==> src/rtl/player_missile.sv <==
// Player missile: launches from the ship on the fire key, climbs STEP pixels per frame,
// retires on a hit or at the top of the screen, then waits out a cooldown.
module player_missile #(
    parameter logic [7:0]  FIRE_KEY        = 8'h2C,
    parameter int unsigned STEP            = 6,
    parameter int unsigned LAUNCH_OFS      = 16,
    parameter int unsigned Y_MIN           = 0,
    parameter int unsigned COOLDOWN_FRAMES = 8,
    parameter int unsigned MISSILE_SIZE    = 2
) (
    input  logic       Clk,
    input  logic       Reset,
    input  logic       frame_clk,
    input  logic [7:0] keycode,
    input  logic [9:0] ShipX,
    input  logic [9:0] ShipY,
    input  logic       hit,
    output logic [9:0] MissileX,
    output logic [9:0] MissileY,
    output logic [9:0] Missile_size,
    output logic       Missile_on,
    output logic       kill
);

    typedef enum logic [1:0] {IDLE, FLYING, COOLDOWN} state_t;

    localparam int unsigned CDW        = $clog2(COOLDOWN_FRAMES + 1);
    localparam logic [10:0] LAUNCH_MIN = 11'(LAUNCH_OFS + Y_MIN);
    localparam logic [10:0] TOP_LIMIT  = 11'(Y_MIN + STEP);

    state_t         r_state, w_state_n;
    logic           r_frame_d, r_fc_low, w_tick;
    logic           r_armed, r_hit_pend, w_armed_n, w_hit_pend_n;
    logic [CDW-1:0] r_cd, w_cd_n;
    logic [9:0]     r_mx, r_my, w_mx_n, w_my_n;
    logic           r_on, r_kill, w_on_n, w_kill_n;
    logic           w_fire, w_can_launch, w_hit_now, w_at_top;

    // r_fc_low gates the edge detector so a frame_clk already high at reset release
    // must drop before it can produce a tick; it samples the level during reset.
    assign w_tick       = frame_clk & ~r_frame_d & r_fc_low;
    assign w_fire       = (keycode == FIRE_KEY);
    assign w_can_launch = w_fire && r_armed && ({1'b0, ShipY} >= LAUNCH_MIN);
    assign w_hit_now    = r_hit_pend | hit;
    assign w_at_top     = ({1'b0, r_my} < TOP_LIMIT);

    always_ff @(posedge Clk) begin
        if (Reset) begin
            r_state    <= IDLE;
            r_frame_d  <= 1'b0;
            r_fc_low   <= ~frame_clk;
            r_armed    <= 1'b1;
            r_hit_pend <= 1'b0;
            r_cd       <= '0;
            r_mx       <= '0;
            r_my       <= '0;
            r_on       <= 1'b0;
            r_kill     <= 1'b0;
        end else begin
            r_state    <= w_state_n;
            r_frame_d  <= frame_clk;
            r_fc_low   <= r_fc_low | ~frame_clk;
            r_armed    <= w_armed_n;
            r_hit_pend <= w_hit_pend_n;
            r_cd       <= w_cd_n;
            r_mx       <= w_mx_n;
            r_my       <= w_my_n;
            r_on       <= w_on_n;
            r_kill     <= w_kill_n;
        end
    end

    always_comb begin
        w_state_n = r_state;
        if (w_tick) begin
            unique case (r_state)
                IDLE:     if (w_can_launch) w_state_n = FLYING;
                FLYING:   if (w_hit_now || w_at_top) w_state_n = COOLDOWN;
                COOLDOWN: if (r_cd == '0) w_state_n = IDLE;
                default:  w_state_n = IDLE;
            endcase
        end
    end

    always_comb begin
        w_mx_n       = r_mx;
        w_my_n       = r_my;
        w_cd_n       = r_cd;
        w_kill_n     = 1'b0;
        w_on_n       = (w_state_n == FLYING);
        w_armed_n    = r_armed | ~w_fire;
        w_hit_pend_n = (w_state_n == FLYING) && (r_hit_pend || (r_state == FLYING && hit));
        if (w_tick) begin
            unique case (r_state)
                IDLE: begin
                    if (w_can_launch) begin
                        w_mx_n    = ShipX;
                        w_my_n    = ShipY - 10'(LAUNCH_OFS);
                        w_armed_n = 1'b0;
                    end
                end
                FLYING: begin
                    if (w_hit_now) begin
                        w_kill_n = 1'b1;
                        w_cd_n   = CDW'(COOLDOWN_FRAMES - 1);
                    end else if (w_at_top) begin
                        w_cd_n = CDW'(COOLDOWN_FRAMES - 1);
                    end else begin
                        w_my_n = r_my - 10'(STEP);
                    end
                end
                COOLDOWN: if (r_cd != '0) w_cd_n = r_cd - CDW'(1);
                default: ;
            endcase
        end
    end

    assign MissileX     = r_mx;
    assign MissileY     = r_my;
    assign Missile_size = 10'(MISSILE_SIZE);
    assign Missile_on   = r_on;
    assign kill         = r_kill;

endmodule

==> config.mk <==
export PLATFORM = sky130hd
export DESIGN_NAME = player_missile
export DESIGN_NICKNAME = d
export VERILOG_FILES = /design/src/rtl/player_missile.sv
export SDC_FILE = /design/constraint.sdc
export NUM_CORES = 1
export LEC_CHECK = 0
export CAP_MARGIN = 15
export CORE_MARGIN = 10
export CORE_UTILIZATION = 35
export DETAILED_ROUTE_END_ITERATION = 8
export PLACE_DENSITY = 0.66
export SLEW_MARGIN = 20
export SYNTH_ARGS = -nofsm -noshare
export SYNTH_HDL_FRONTEND = slang
export SYNTH_SLANG_ARGS = --single-unit
==> constraint.sdc <==
create_clock -name Clk -period 3.1 [get_ports Clk]
set_clock_uncertainty 0.2 [all_clocks]
set_input_delay 0.62 -clock Clk [delete_from_list [all_inputs] [get_ports Clk]]
set_output_delay 0.62 -clock Clk [all_outputs]
set_load 0.03 [all_outputs]
== Word level (Yosys, flattened, before mapping) ==
Cells that the tools add are included.
Widths: inputs -> output; s select.

* $mul: 0
* Equal/unequal tests: 9
* Bitwise logic cells: 10
* Reductions and logical operators: 15
* Multiplexer cells: 18
* Div/mod/pow operators: 0
* Shifts and indexed selects: 0
* Magnitude comparators: 2
* $add $sub $neg: 3

{| class="wikitable"
|+ Operators by type and width
! operator !! number
|-
| $mux 10 || 3
|-
| $pmux 10 s2 || 1
|-
| $mux 4 || 3
|-
| $ge 10x5->1 const B || 1
|-
| $lt 10x3->1 const B || 1
|-
| $sub 10x3->10 const B || 1
|-
| $sub 10x5->10 const B || 1
|-
| $eq 8x6->1 const B || 1
|-
| $mux 2 || 4
|-
| $ne 2x2->1 const B || 4
|-
| $pmux 4 s2 || 1
|-
| $pmux 2 s3 || 1
|-
| $mux 1 || 5
|-
| $not 1->1 || 5
|-
| $reduce_and 5->1 || 1
|-
| $eq 2x1->1 const B || 2
|-
| $logic_and 1x1->1 || 4
|-
| $logic_not 4->1 || 1
|-
| $reduce_and 4->1 || 1
|-
| $reduce_bool 2->1 || 2
|-
| $reduce_bool 4->1 || 1
|-
| $sub 4x1->4 const B || 1
|-
| $ne 3x3->1 const B || 1
|-
| $or 1x1->1 || 3
|-
| other kinds (6) || 8
|}

* Latch bits: 0
* Memory bits (read-only): 0
* Memories: 0
* Bits in registers: 32
* Bits of input ports: 32
* Word-level logic and storage cells: 67
* RAM bits: 0

== Longest topological paths before layout ==
Gate-level depths: netlist of run 1.

* Word-level depth: 8
* Gate-level depth with buffers: 8

== Worst setup path after synthesis of run 1 ==
OpenSTA, ideal clock, no wires.

* Kind: input port to flip-flop
* Start: input ShipY[5]
* End: register r_my[6], in the netlist MissileY[6]
* Buffers on the path: 1
* Path slack: 592 ps
* Cell stages on the path: 8
* Arrival: 2221 ps
* Setup time: 87 ps
* Cell sequence: inv_1 -> ha_1 -> or4b_1 -> a211oi_2 -> o22ai_1 -> buf_2 -> a211o_1 -> o31ai_1

* Word-level cells in the longest chain between the ends: 4
* Elaborated cells between the ends (all ways): 7

{| class="wikitable"
|+ Ends and longest elaborated chain
! what !! line !! source
|-
| start: declaration || 16 || <nowiki>input logic [9:0] ShipY,</nowiki>
|-
| $ge 10x5->1 || 43 || <nowiki>assign w_can_launch = w_fire && r_armed && ({1'b0, ShipY} >= LAUNCH_MIN);</nowiki>
|-
| $logic_and 1x1->1 || 43 ||
|-
| $ne 2x2->1 (no line) || n/a ||
|-
| $reduce_and 5->1 (no line) || n/a ||
|-
| end signal: assignment || 67 || <nowiki>r_my <= w_my_n;</nowiki>
|-
| end: declaration || 35 || <nowiki>logic [9:0] r_mx, r_my, w_mx_n, w_my_n;</nowiki>
|}

Several ways; a longest one is shown, not always the timed one. The select of a mux whose other input is x is not followed.
A chain may end at the register's enable or synchronous reset.

== Worst setup path in the final report of run 1 ==
* Start: input ShipY[5]
* End: register r_my[3], in the netlist MissileY[3]

* Word-level cells in the longest chain between the ends: 4

{| class="wikitable"
|+ Ends and longest elaborated chain
! what !! line
|-
| $ge 10x5->1 || 43
|-
| $logic_and 1x1->1 || 43
|-
| $ne 2x2->1 (no line) || n/a
|-
| $reduce_and 5->1 (no line) || n/a
|}

Every way passes these cells.

==> results.toml, run 1 <==
[logic_synthesis]
yosysSeqAreaShare = 0.376
syn-cell-area_um2 = 1700
synth-async-reset-ratio = 0
synth_seq_cells = 32
synthFlopType = "dfxtp_1"
avgSynthCellArea_um2 = 8.42
syn_inst = 202
yosysWarningCount = 0
ys_types = 46
synth_edf_count = 0

[timing]
hold_violations = 0
fmax_mhz = 334
min_period_over_period = 0.965
relSlewSlack = 0.283
slew_viol_final = 0
final-setup-viol-count = 0
worst_slew_pin_slew_ns = 1.07
worst_slack_ns = 0.108
rsz0062_at_grt = "no"
finalWorstPathRequiredPeriod_ns = 2.99

[global_route]
grt_overflow_total = 0
grt_pass1_vias = 1680
grt_pass1_wl_um = 8220
grt_max_degree = 18
grt.total_usage = 0.118
antenna_found_initial = 0

[clock_tree]
tritoncts = "built"
clk_path_buf_depth = 2
cts.sinks = 32
clock_latency_ns = 0.28
cts-root-buf = "clkbuf_8"
ctsHoldBuffers = 0
cts_made_buffers = 5
cts_resized = 0
clk_pin_slew_ns = 0.07
cts_setup_buffers = 0
h-tree-depth = 2

[flow_run]
maxCapViolCount = 0

[placement]
dpl_cell_area_um2 = 2350
port_buffers = 53
pre_cts_ws_ns = -0.194
dp_hpwl_um = 3710
dp_cells = 325
place.gp.congestion = 0.792

[min_path]
min_path_cells = 2
worstHoldStart = "r_cd[1]$_SDFFE_PP0P_"
hp-class = "reg -> reg"
whs_endpoint = "r_cd[1]$_SDFFE_PP0P_"

[floorplan]
core_um2 = 4720
num_io_pins = 64
dieArea_um2 = 8050
dieHeight_um = 89.7
rows = 25
die_w_um = 89.7
start_util = 0.360

[cells_and_area]
area_growth_pct = 44.2
n_antenna_cell = 0
nets = 301
layout_commonest_cell = "clkdlybuf4s50_1"
design_area_um2 = 2450
regArea_um2 = 641
drive_gt1_frac = 0.113
fillers = 490
layout_common_cells = "53 x clkdlybuf4s50_1, 32 x dfxtp_1, 23 x nor2_1, 15 x a21oi_1, 15 x buf_4"
layout.cells.non_filler = 333
multiInputGateArea_um2 = 945

[worst_setup_path]
path_class = "in -> reg"
crit_fanout = 8
critPathSlowestCell = "or4b_1"
path_delay_family = "compound AO/OA/AOI/OAI gates"
worstReg2RegStart = "MissileY[6]$_SDFFE_PP0P_"
r2r_slack_ns = 0.87
arrival_ns = 2.99
max_stage_delay_ns = 0.48
reg2reg_depth = 6
end_kind = "register"
timing.rr.end = "MissileY[3]$_SDFFE_PP0P_"
required_ns = 3.10
path_cells = "clkdlybuf4s50_1, inv_1, ha_1, or4b_1, a211oi_2, o22ai_1, buf_4, a31o_2, o21ai_0"
worstSetupStartpointType = "input port"
cp_num_buf_inv = 3

[run_status]
status = "finished clean"

[power_and_ir_drop]
p_seq_frac = 0.453
powerDensity_nw_per_um2 = 373
leakagePower_uw = 0.000916
netSwitchingPower_uw = 207
p_int_uw = 708
clock_power_share = 0.428
irDropWorstVdd_v = 0.000202
total_power_uw = 914
swShare = 0.226
p_comb_frac = 0.119

[drt]
routed_wirelength_um = 4730
via_count = 1622
dr.pass1.iters = 4
ant_nets = 0
drc = 0
viasPerCell = 4.87
wl_per_cell_um = 14.2
drtIter0Drc = 84
## power groups by stage
stage | registers (uW) | clock network (uW) | logic, uW
detailed placement | 423 | 0 | 109
global placement | 423 | 0 | 108
finish | 414 | 391 | 109
global route | 414 | 415 | 119
CTS | 414 | 400 | 109
floorplan | 424 | 0 | 57.0
## stage by stage
step                hold WS, ns  TNS, ns  utilization
floorplan                 0.255        0            -
global placement          0.271    -1.15        0.497
detailed placement        0.285    -2.05        0.497
CTS                       0.298        0        0.519
global route              0.316        0        0.519
finish                    0.293        0        0.519
## cell type report
cell class,instances,area share
flip-flops and latches,32,0.261
inverters,9,0.0138
multi-input cells,149,0.385
clock inverters,2,0.0143
well taps,67,0.0342
repair buffers,68,0.262
clock buffers,6,0.0296
## worst reg2reg max path, stage by stage, from the launching register on
cell	delay (ns)
dfxtp_1	0.39
or4_4	0.57
o21ai_0	0.18
o22ai_1	0.18
buf_4	0.25
a31o_2	0.22
o21ai_0	0.16
## per-layer routing
metal,part of all wire,vias up,global-route usage
li1,-,831,-
met1,0.44,755,0.136
met2,0.49,31,0.198
met3,0.065,5,0.0466
met4,0.0074,0,0.0323
met5,0,-,0
## state kept, by name, summed over array words and instances, names as in the netlist
signal,count
r_armed,1
r_fc_low,1
r_frame_d,1
MissileX,10
r_cd,4
kill,1
Missile_on,1
r_hit_pend,1
r_state,2
MissileY,10
## worst max path at each step
| stage | end | startpoint | slack (ns) | cells past startpoint |
|---|---|---|---|---|
| 3_3_place_gp | MissileY[7]$_SDFFE_PP0P_ | ShipY[5] | -0.11 | 9 |
| 2_1_floorplan | MissileY[6]$_SDFFE_PP0P_ | ShipY[5] | 0.59 | 8 |
| 6_report | MissileY[3]$_SDFFE_PP0P_ | ShipY[5] | 0.11 | 9 |
| 5_1_grt | MissileX[6]$_SDFFE_PP0P_ | ShipY[0] | 0.005 | 7 |
| 4_1_cts | MissileY[3]$_SDFFE_PP0P_ | ShipY[5] | 0.1 | 9 |
| 3_5_place_dp | MissileY[3]$_SDFFE_PP0P_ | ShipY[5] | -0.19 | 9 |
## synth_stat cells (2+ instances only)
library cell / instances / share of area
nand2b_1: 3 / 0.011
o22ai_1: 2 / 0.0074
ha_1: 4 / 0.029
o21ai_0: 13 / 0.038
a311oi_1: 2 / 0.010
and3_1: 2 / 0.0074
or4b_1: 2 / 0.012
nor3_1: 9 / 0.026
nor2b_1: 3 / 0.011
nor4_1: 4 / 0.015
conb_1: 2 / 0.0044
nor2_1: 23 / 0.051
dfxtp_1: 32 / 0.38
a21oi_1: 15 / 0.044
mux2i_1: 13 / 0.076
buf_4: 11 / 0.049
inv_1: 9 / 0.020
clkbuf_1: 8 / 0.018
o32ai_1: 2 / 0.010
xor2_1: 3 / 0.015
nand2_1: 10 / 0.022
a211oi_1: 2 / 0.0088
o31ai_1: 3 / 0.013
nand3_1: 3 / 0.0088
## cell families after synthesis
| group | share of synthesized area |
|---|---|
| flip-flops | 0.376 |
| AO/OA/AOI/OAI | 0.188 |
| XOR/XNOR | 0.0206 |
| AND/OR/NAND/NOR | 0.215 |
| adder cells (fa/ha/maj) | 0.0294 |
| multiplexers | 0.0765 |
| other | 0.00441 |
| buffers and inverters | 0.0890 |
Power figures use the tool's default switching activity.
==> run 2: changes to the inputs <==
- CTS_CLUSTER_SIZE: not set -> 14
- SLEW_MARGIN: 20 -> not set
==> results of run 2 <==
Final layout, timing and power as in run 1 (identical DEF).
==> run 3: changes to the inputs <==
- ABC_CLOCK_PERIOD_IN_PS: not set -> 3100
- MAX_ROUTING_LAYER: not set -> met4
==> run 3 against run 2 <==
Final cell count unchanged. Maximum frequency about the same. Utilization unchanged. Critical endpoint unchanged. Largest cell class unchanged. Largest power group unchanged.
==> results.toml, run 3 (synthesis gave the netlist of run 1 again) <==
[clock_tree]
clk_pin_slew_ns = 0.07
clk_path_buf_depth = 2
cts_setup_buffers = 0
tritoncts = "built"
cts_resized = 0
h-tree-depth = 2
cts.sinks = 32
cts-root-buf = "clkbuf_8"
cts_made_buffers = 5
clock_latency_ns = 0.28
ctsHoldBuffers = 0

[global_route]
grt_max_degree = 18
antenna_found_initial = 0
grt_pass1_vias = 1685
grt.total_usage = 0.121
grt_overflow_total = 0
grt_pass1_wl_um = 8200

[power_and_ir_drop]
leakagePower_uw = 0.000916
netSwitchingPower_uw = 208
clock_power_share = 0.429
p_seq_frac = 0.452
powerDensity_nw_per_um2 = 373
irDropWorstVdd_v = 0.000202
swShare = 0.227
p_int_uw = 708
p_comb_frac = 0.119

[floorplan]
die_w_um = 89.7
start_util = 0.360
num_io_pins = 64
dieArea_um2 = 8050
rows = 25
dieHeight_um = 89.7
core_um2 = 4720

[worst_setup_path]
end_kind = "register"
worstReg2RegStart = "MissileY[6]$_SDFFE_PP0P_"
path_delay_family = "compound AO/OA/AOI/OAI gates"
timing.rr.end = "MissileY[3]$_SDFFE_PP0P_"
r2r_slack_ns = 0.88
required_ns = 3.10
worstSetupStartpointType = "input port"
crit_end = "MissileY[3]$_SDFFE_PP0P_"
path_class = "in -> reg"
arrival_ns = 2.99
reg2reg_depth = 6
crit_start = "ShipY[5]"
path_cells = "clkdlybuf4s50_1, inv_1, ha_1, or4b_1, a211oi_2, o22ai_1, buf_4, a31o_2, o21ai_0"
max_stage_delay_ns = 0.48
crit_cells = 9
cp_num_buf_inv = 3
critPathSlowestCell = "or4b_1"
crit_fanout = 8

[drt]
wl_per_cell_um = 14.2
drc = 0
dr.pass1.iters = 4
drtIter0Drc = 79
viasPerCell = 4.89
ant_nets = 0
via_count = 1630
routed_wirelength_um = 4730

[timing]
fmax_mhz = 335
rsz0062_at_grt = "no"
whs_ns = 0.293
fin_tns_setup_ns = 0
worst_slack_ns = 0.111
worst_slew_pin_slew_ns = 1.06
min_period_over_period = 0.964
slew_viol_final = 0
final-setup-viol-count = 0
finalWorstPathRequiredPeriod_ns = 2.99
relSlewSlack = 0.286
hold_violations = 0

[cells_and_area]
n_antenna_cell = 0
nets = 301
design_area_um2 = 2450
fillers = 490
layout_common_cells = "53 x clkdlybuf4s50_1, 32 x dfxtp_1, 23 x nor2_1, 15 x a21oi_1, 15 x buf_4"
drive_gt1_frac = 0.113
area_growth_pct = 44.2
layout_commonest_cell = "clkdlybuf4s50_1"

[flow_run]
maxCapViolCount = 0

[placement]
dpl_cell_area_um2 = 2350
dp_hpwl_um = 3710
place.gp.congestion = 0.804
pre_cts_ws_ns = -0.194
port_buffers = 53

[min_path]
hp-class = "reg -> reg"

[run_status]
status = "finished clean"
[run 3: worst min-delay path by stage]
stage,startpoint,end,slack (ns),cells past startpoint
after detailed placement,MissileX[4]$_SDFFE_PP0P_,MissileX[4]$_SDFFE_PP0P_,0.29,2
after global placement,MissileX[0]$_SDFFE_PP0P_,MissileX[0]$_SDFFE_PP0P_,0.27,2
after floorplan,r_cd[1]$_SDFFE_PP0P_,r_cd[1]$_SDFFE_PP0P_,0.25,2
after CTS,r_cd[1]$_SDFFE_PP0P_,r_cd[1]$_SDFFE_PP0P_,0.30,2
final,r_cd[1]$_SDFFE_PP0P_,r_cd[1]$_SDFFE_PP0P_,0.29,2
after global routing,MissileX[4]$_SDFFE_PP0P_,MissileX[4]$_SDFFE_PP0P_,0.32,2
[run 3: power groups by stage]
stage / Sequential, uW / Combinational (uW) / Clock (uW)
after global routing: 414 / 119 / 415
final: 414 / 109 / 392
after detailed placement: 423 / 109 / 0
after floorplan: 424 / 57.0 / 0
after CTS: 414 / 109 / 400
after global placement: 423 / 108 / 0
[run 3: final cells by class]
type,instances,area [um^2],area share
repair buffers,68,643,0.262
clock buffers,6,72.6,0.0296
flip-flops and latches,32,641,0.261
multi-input cells,149,945,0.385
well taps,67,83.8,0.0342
clock inverters,2,35.0,0.0143
inverters,9,33.8,0.0138
[run 3: metrics by stage]
stage / util / power, uW / instances
finish: 0.519 / 915 / 333
global route: 0.519 / 947 / 333
CTS: 0.519 / 923 / 333
detailed placement: 0.497 / 532 / 325
global placement: 0.497 / 531 / 325
floorplan: - / 481 / 210
[run 3: routing by layer]
| layer | global-route usage | vias up | wire [um] |
|---|---|---|---|
| met3 | 0.0382 | 5 | 245 |
| met5 | - | - | 0 |
| met2 | 0.199 | 34 | 2290 |
| met1 | 0.140 | 760 | 2160 |
| met4 | 0.0323 | 0 | 38 |
| li1 | - | 831 | - |
[run 3: worst min-delay path: cells and delay by family, from the launching register on]
kind,cells,cell delay (ns)
buffers and inverters,1,0.07
AOI/OAI and AO/OA,1,0.06
DFF,1,0.32
